File: src/rtl/memfifo_pkg.sv
// rtl/memfifo_pkg.sv - shared state encoding and defaults for the USB packet scheduler
package memfifo_pkg;

  // Scheduler FSM states
  typedef enum logic [1:0] {
    ST_IDLE = 2'd0,
    ST_SEND = 2'd1,
    ST_ARM  = 2'd2,
    ST_WAIT = 2'd3
  } sched_state_e;

  localparam int PKTEND_TIMEOUT_DEF = 4096;
  localparam int WORD_W             = 128;
  localparam int HALF_W             = 16;
  localparam int HALVES             = WORD_W / HALF_W;

endpackage

File: src/rtl/usb_word_unpack.sv
// rtl/usb_word_unpack.sv - 128-bit word to 16-bit halfword shift register, low halfword first
module usb_word_unpack
  import memfifo_pkg::*;
(
  input  logic              clk,
  input  logic              rst,
  input  logic              load,
  input  logic              shift,
  input  logic [WORD_W-1:0] din,
  output logic [HALF_W-1:0] dout,
  output logic [2:0]        word_idx
);

  logic [WORD_W-1:0] wbuf_q, wbuf_d;
  logic [2:0]        idx_q, idx_d;

  // Load wins over shift so a refill on the last halfword starts the new word cleanly
  always_comb begin
    wbuf_d = wbuf_q;
    idx_d  = idx_q;
    if (load) begin
      wbuf_d = din;
      idx_d  = 3'd0;
    end else if (shift) begin
      wbuf_d = {{HALF_W{1'b0}}, wbuf_q[WORD_W-1:HALF_W]};
      idx_d  = idx_q + 3'd1;
    end
  end

  // Buffer and index registers; reset discards any partially sent word
  always_ff @(posedge clk or posedge rst) begin
    if (rst) begin
      wbuf_q <= '0;
      idx_q  <= 3'd0;
    end else begin
      wbuf_q <= wbuf_d;
      idx_q  <= idx_d;
    end
  end

  assign dout     = wbuf_q[HALF_W-1:0];
  assign word_idx = idx_q;

endmodule

File: src/rtl/usb_pkt_sched.sv
// rtl/usb_pkt_sched.sv - FIFO to ezusb_io halfword scheduler with PKTEND packetization
module usb_pkt_sched
  import memfifo_pkg::*;
#(
  parameter int PKTEND_TIMEOUT = PKTEND_TIMEOUT_DEF
) (
  input  logic              ifclk,
  input  logic              reset,
  input  logic              enable,
  input  logic [15:0]       pkt_len,
  input  logic [WORD_W-1:0] fifo_do,
  input  logic              fifo_empty,
  output logic              fifo_rden,
  output logic [HALF_W-1:0] usb_di,
  output logic              usb_di_valid,
  input  logic              usb_di_ready,
  input  logic              pktend_n,
  output logic              pktend_arm,
  output logic [15:0]       pkt_cnt,
  output logic              timeout_err,
  output logic              busy
);

  localparam int TW = $clog2(PKTEND_TIMEOUT + 1);

  sched_state_e  state_q, state_d;
  logic          usb_di_valid_q, usb_di_valid_d;
  logic          fifo_rden_q, fifo_rden_d;
  logic          pktend_arm_q, pktend_arm_d;
  logic          timeout_err_q, timeout_err_d;
  logic [15:0]   pkt_cnt_q, pkt_cnt_d;
  logic [15:0]   in_cnt_q, in_cnt_d;
  logic [15:0]   len_q, len_d;
  logic [TW-1:0] tmo_q, tmo_d;

  logic          load, shift;
  logic [2:0]    word_idx;
  logic          xfer, can_fetch, pkt_end;
  logic [15:0]   cur_len, in_cnt_inc;

  usb_word_unpack u_unpack (
    .clk      (ifclk),
    .rst      (reset),
    .load     (load),
    .shift    (shift),
    .din      (fifo_do),
    .dout     (usb_di),
    .word_idx (word_idx)
  );

  // The first transfer of a packet uses the live pkt_len; later ones use the latched copy
  assign xfer       = usb_di_valid_q & usb_di_ready;
  assign cur_len    = (in_cnt_q == 16'd0) ? pkt_len : len_q;
  assign in_cnt_inc = in_cnt_q + 16'd1;
  assign pkt_end    = (cur_len != 16'd0) && (in_cnt_inc == cur_len);
  // Empty flag is stale in the pop cycle, so no fetch is attempted then
  assign can_fetch  = enable & ~fifo_empty & ~fifo_rden_q;

  // Next-state and output logic for the IDLE/SEND/ARM/WAIT scheduler
  always_comb begin
    state_d        = state_q;
    usb_di_valid_d = usb_di_valid_q;
    fifo_rden_d    = 1'b0;
    pktend_arm_d   = pktend_arm_q;
    timeout_err_d  = timeout_err_q;
    pkt_cnt_d      = pkt_cnt_q;
    in_cnt_d       = in_cnt_q;
    len_d          = len_q;
    tmo_d          = tmo_q;
    load           = 1'b0;
    shift          = 1'b0;
    case (state_q)
      ST_IDLE: begin
        if (can_fetch) begin
          load           = 1'b1;
          fifo_rden_d    = 1'b1;
          usb_di_valid_d = 1'b1;
          state_d        = ST_SEND;
        end
      end
      ST_SEND: begin
        if (xfer) begin
          shift    = 1'b1;
          in_cnt_d = in_cnt_inc;
          if (in_cnt_q == 16'd0) len_d = pkt_len;
          if (pkt_end) begin
            usb_di_valid_d = 1'b0;
            state_d        = ST_ARM;
          end else if (word_idx == 3'(HALVES - 1)) begin
            if (can_fetch) begin
              load        = 1'b1;
              fifo_rden_d = 1'b1;
            end else begin
              usb_di_valid_d = 1'b0;
              state_d        = ST_IDLE;
            end
          end
        end
      end
      ST_ARM: begin
        pktend_arm_d = 1'b1;
        tmo_d        = '0;
        state_d      = ST_WAIT;
      end
      ST_WAIT: begin
        tmo_d = tmo_q + TW'(1);
        if (!pktend_n || (tmo_q == TW'(PKTEND_TIMEOUT - 1))) begin
          if (!pktend_n) pkt_cnt_d = pkt_cnt_q + 16'd1;
          else           timeout_err_d = 1'b1;
          pktend_arm_d = 1'b0;
          in_cnt_d     = 16'd0;
          // Leftover halfwords of a word split by the packet end go out next
          if (word_idx != 3'd0) begin
            usb_di_valid_d = 1'b1;
            state_d        = ST_SEND;
          end else begin
            state_d = ST_IDLE;
          end
        end
      end
      default: state_d = ST_IDLE;
    endcase
  end

  // State and datapath registers
  always_ff @(posedge ifclk or posedge reset) begin
    if (reset) begin
      state_q        <= ST_IDLE;
      usb_di_valid_q <= 1'b0;
      fifo_rden_q    <= 1'b0;
      pktend_arm_q   <= 1'b0;
      timeout_err_q  <= 1'b0;
      pkt_cnt_q      <= 16'd0;
      in_cnt_q       <= 16'd0;
      len_q          <= 16'd0;
      tmo_q          <= '0;
    end else begin
      state_q        <= state_d;
      usb_di_valid_q <= usb_di_valid_d;
      fifo_rden_q    <= fifo_rden_d;
      pktend_arm_q   <= pktend_arm_d;
      timeout_err_q  <= timeout_err_d;
      pkt_cnt_q      <= pkt_cnt_d;
      in_cnt_q       <= in_cnt_d;
      len_q          <= len_d;
      tmo_q          <= tmo_d;
    end
  end

  assign usb_di_valid = usb_di_valid_q;
  assign fifo_rden    = fifo_rden_q;
  assign pktend_arm   = pktend_arm_q;
  assign timeout_err  = timeout_err_q;
  assign pkt_cnt      = pkt_cnt_q;
  assign busy         = (state_q != ST_IDLE);

endmodule

File: config.mk
export PLATFORM = sky130hd
export DESIGN_NAME = usb_pkt_sched
export DESIGN_NICKNAME = d
export VERILOG_FILES = /design/src/rtl/memfifo_pkg.sv /design/src/rtl/usb_word_unpack.sv /design/src/rtl/usb_pkt_sched.sv
export SDC_FILE = /design/constraint.sdc
export NUM_CORES = 1
export LEC_CHECK = 0
export ABC_CLOCK_PERIOD_IN_PS = 8600
export CAP_MARGIN = 20
export CORE_UTILIZATION = 55
export CTS_BUF_LIST = sky130_fd_sc_hd__clkbuf_2
export DETAILED_ROUTE_END_ITERATION = 12
export GPL_TIMING_DRIVEN = 0
export MAX_ROUTING_LAYER = met4
export PLACE_DENSITY = 0.91
export SYNTH_ARGS = -nofsm -noshare
export SYNTH_HDL_FRONTEND = slang
export SYNTH_SLANG_ARGS = --single-unit
File: constraint.sdc
create_clock -name ifclk -period 8.6 [get_ports ifclk]
set_clock_uncertainty 0.15 [all_clocks]
set_input_delay 2.15 -clock ifclk [delete_from_list [all_inputs] [get_ports ifclk]]
set_output_delay 2.15 -clock ifclk [all_outputs]
set_load 0.03 [all_outputs]
==> flow_metrics.tcl <==
set metrics [dict create \
    regToRegSetupSlack_ps 4400 \
    antenna_found_initial 1 \
    root_buffer "clkbuf_2" \
    critPathArrivalTime_ps 2470 \
    swShare_pct 35.9 \
    post-route-period-util_pct 55.5 \
    ioPinCount 187 \
    ant_nets 0 \
    cts_tree "done" \
    wl_met1_microns 11100 \
    cp_cell_sequence "clkbuf_1, or2_2, clkdlybuf4s50_1" \
    powerDensity_mw_per_mm2 251 \
    ys_seq_area_share_pct 47.9 \
    met2WireLength_microns 12600 \
    regToRegEndpoint "u_unpack.wbuf_q[21]" \
    areaGrowthSynthToFinish_pct 23.0 \
    fin_nets 1411 \
    switchingPower_mw 1.15 \
    cp.required_ps 6300 \
    pwr-share-comb_pct 42.3 \
    critPathSlowestCell "clkdlybuf4s50_1" \
    tns_ps 0 \
    core_area_sq_mm 0.0182 \
    ys_types 49 \
    place_congestion 0.894 \
    cts.htree.levels 4 \
    worst_path_largest_cell_delay_ps 670 \
    die_w_microns 139 \
    maxCapViolations 0 \
    cts_setup_buffers 0 \
    hp-class "reg -> reg" \
    layoutNonFillerInstCount 1494 \
    rsz0062_at_grt "false" \
    cts_resized 0 \
    final_area_sq_mm 0.0127 \
    overflow 0 \
    start_util_pct 56.8 \
    wl_per_cell_microns 17.2 \
    path_clk_slew_ps 290 \
    avgSynthCellArea_sq_um 9.87 \
    final_core_util_pct 69.9 \
    drt_wl_total_microns 25700 \
    hold_slack_ps 332 \
    n_fill_cell 1281 \
    syn-num-nets 1205 \
    postCtsHoldBufs 0 \
    critical_path.max_fanout 10 \
    synth-seq-cells 198 \
    cp-endpoint "busy" \
    gr-usage-all-layers_pct 28.0 \
    ys_warn_count 0 \
    max_freq_ghz 0.210 \
    grt_pass1_vias 8285 \
    period_needed_ps 4770 \
    path_class "reg -> out" \
    p_int_mw 2.05 \
    finalHoldViolations 0 \
    cp-startpoint "state_q[0]" \
    drt_first_pass_iters 11 \
    avgViaCountPerCell 5.56 \
    outcome "finished, violations left" \
    setup_viol 0 \
    drtIter0Drc 736 \
    ff2ff_path_depth 14 \
    relSlewSlack_pct 42.8 \
    drive_gt1_share_pct 16.1 \
    dr.max_layer_used "met4" \
    dp_hpwl_microns 19400 \
    vias 8305 \
    clock_sinks 198 \
    placed_cell_area_sq_mm 0.0125 \
    numCtsBuffers 17 \
    wl_met3_microns 1290 \
    seq_power_share_pct 44.4 \
    finalMaxSlewViolations 0 \
    synthCells 1048 \
    tightest_slew_ps 856 \
    clk_latency_ps 760 \
    grt_max_degree 103 \
    rr_startpoint "in_cnt_q[0]" \
    worst_setup_path_end_kind "output port" \
    dieHeight_microns 139 \
    p_leak_nw 6.02 \
    dieArea_sq_mm 0.0194 \
    peakVddDrop_mv 0.127 \
    p_clk_share_pct 13.3 \
    core.rowCount 49 \
    clockBufferDepth 2 \
    drc_errors 9 \
    place.port_buffers 186 \
    synth_area_sq_mm 0.0103 \
    cp-start-kind "flop" \
    dp.cells 1464 \
    grt_pass1_wl_microns 41700 \
    violations "design-rule violations" \
]
==> cells by family (layout without fill, tap and decap cells) <==
family | Yosys count | after routing | share of synthesized area [%]
simple gates | 492 | 492 | 20.0
flops | 198 | 198 | 47.9
mux | 145 | 145 | 17.8
buf+inv | 87 | 303 | 4.38
compound gates | 67 | 67 | 4.69
xor+xnor | 52 | 52 | 4.40
fa+ha+maj | 7 | 7 | 0.846
other cells | 0 | 1 | 0
==> power by group through the flow <==
stage	sequential [mW]	clock [mW]	combinational [mW]
6_report	1.42	0.425	1.35
5_1_grt	1.45	0.469	1.47
4_1_cts	1.41	0.428	1.36
3_5_place_dp	1.43	0	1.35
3_3_place_gp	1.42	0	1.28
2_1_floorplan	1.37	0	1.02
==> synth_stat cells (all sizes together) <==
| cell | instances | area (sq um) |
|---|---|---|
| nand2 | 368 | 1380 |
| nand4 | 17 | 106 |
| nor2b | 3 | 18.8 |
| a31o | 1 | 8.76 |
| nor3b | 2 | 15.0 |
| mux2i | 15 | 150 |
| and2 | 4 | 25.0 |
| a22o | 19 | 166 |
| nor2 | 35 | 131 |
| nand3b | 1 | 7.51 |
| nand3 | 17 | 85.1 |
| nor4bb | 1 | 10.0 |
| a2111oi | 1 | 27.5 |
| nor4 | 16 | 119 |
| buf | 35 | 258 |
| nor3 | 9 | 45.0 |
| inv | 11 | 41.3 |
| dfrtp | 198 | 4950 |
| and4 | 1 | 8.76 |
| or3 | 3 | 18.8 |
| a21oi | 3 | 15.0 |
| a211oi | 2 | 15.0 |
| a31oi | 2 | 18.8 |
| and3 | 7 | 43.8 |
| nand2b | 3 | 18.8 |
| xnor2 | 35 | 307 |
| ha | 7 | 87.6 |
| a41oi | 1 | 8.76 |
| o21ai | 25 | 125 |
| xor2 | 17 | 149 |
| o31ai | 7 | 52.6 |
| a21boi | 1 | 7.51 |
| nor4b | 1 | 8.76 |
| or2 | 2 | 12.5 |
| a21o | 2 | 15.0 |
| or4 | 1 | 7.51 |
| o2bb2ai | 1 | 8.76 |
| o211ai | 1 | 7.51 |
| mux2 | 130 | 1690 |
| a311oi | 1 | 8.76 |
| clkbuf | 41 | 154 |
| nand4b | 1 | 8.76 |
==> how the worst min path moves through the flow <==
| stage | endpoint | cells after the start | slack (ps) | start |
|---|---|---|---|---|
| floorplan | u_unpack.wbuf_q[112] | 1 | 320 | u_unpack.wbuf_q[112] |
| global placement | timeout_err | 1 | 300 | timeout_err |
| detailed placement | pkt_cnt[15] | 1 | 310 | pkt_cnt[15] |
| CTS | pkt_cnt[15] | 1 | 340 | pkt_cnt[15] |
| global route | pkt_cnt[15] | 1 | 360 | pkt_cnt[15] |
| finish | pkt_cnt[15] | 1 | 330 | pkt_cnt[15] |
==> area by class of cell <==
class	count	area, sq um	area share [%]
flip-flops and latches	198	4950	38.9
multi-input cells	763	4940	38.8
repair buffers	187	1890	14.8
plain buffers	76	412	3.23
well taps	229	287	2.25
clock inverters	11	105	0.826
clock buffers	18	90.1	0.708
inverters	11	48.8	0.383
diodes	1	2.50	0.0197
==> routing by layer <==
layer	track usage [%]	up-vias
met5	-	-
met2	44.7	274
met3	4.70	57
li1	-	3897
met4	10.2	0
met1	36.2	4077
==> stage by stage <==
step	power, mW	setup slack, ps
CTS	3.20	3830
finish	3.20	3830
detailed placement	2.78	3440
floorplan	2.39	903
global route	3.39	3690
global placement	2.70	-1530
==> registers in the layout, indices dropped and copies added (netlist names), 3 cells and up, named ones only <==
name               count
tmo_q                 13
len_q                 16
u_unpack.wbuf_q      128
in_cnt_q              16
pkt_cnt               16
u_unpack.word_idx      3
==> placed cells by master (no fill, tap or decap), drive strengths merged, types with 2 or more instances in the layout <==
cell and n:
or2 2, inv 14, nand2 368, buf 36, nand4 17, a211oi 2
o21ai 25, nor4 16, and3 7, o31ai 7, nor3b 2, ha 7
a21oi 3, nor3 9, mux2 130, a31oi 2, and2 4, clkdlybuf4s50 186
a22o 19, nand2b 3, clkinvlp 3, xor2 17, dfrtp 198, xnor2 35
clkbuf 59, clkinv 4, or3 3, nand3 17, mux2i 15, nor2b 3
nor2 35, a21o 2
==> critical path: cells and delay by family, from the launching register on <==
family / cells / cell delay [ps]
DFF: 1 / 460
and+or+nand+nor: 1 / 230
buffers and inverters: 2 / 1020
No activity file was read; power rests on OpenSTA's default activity.
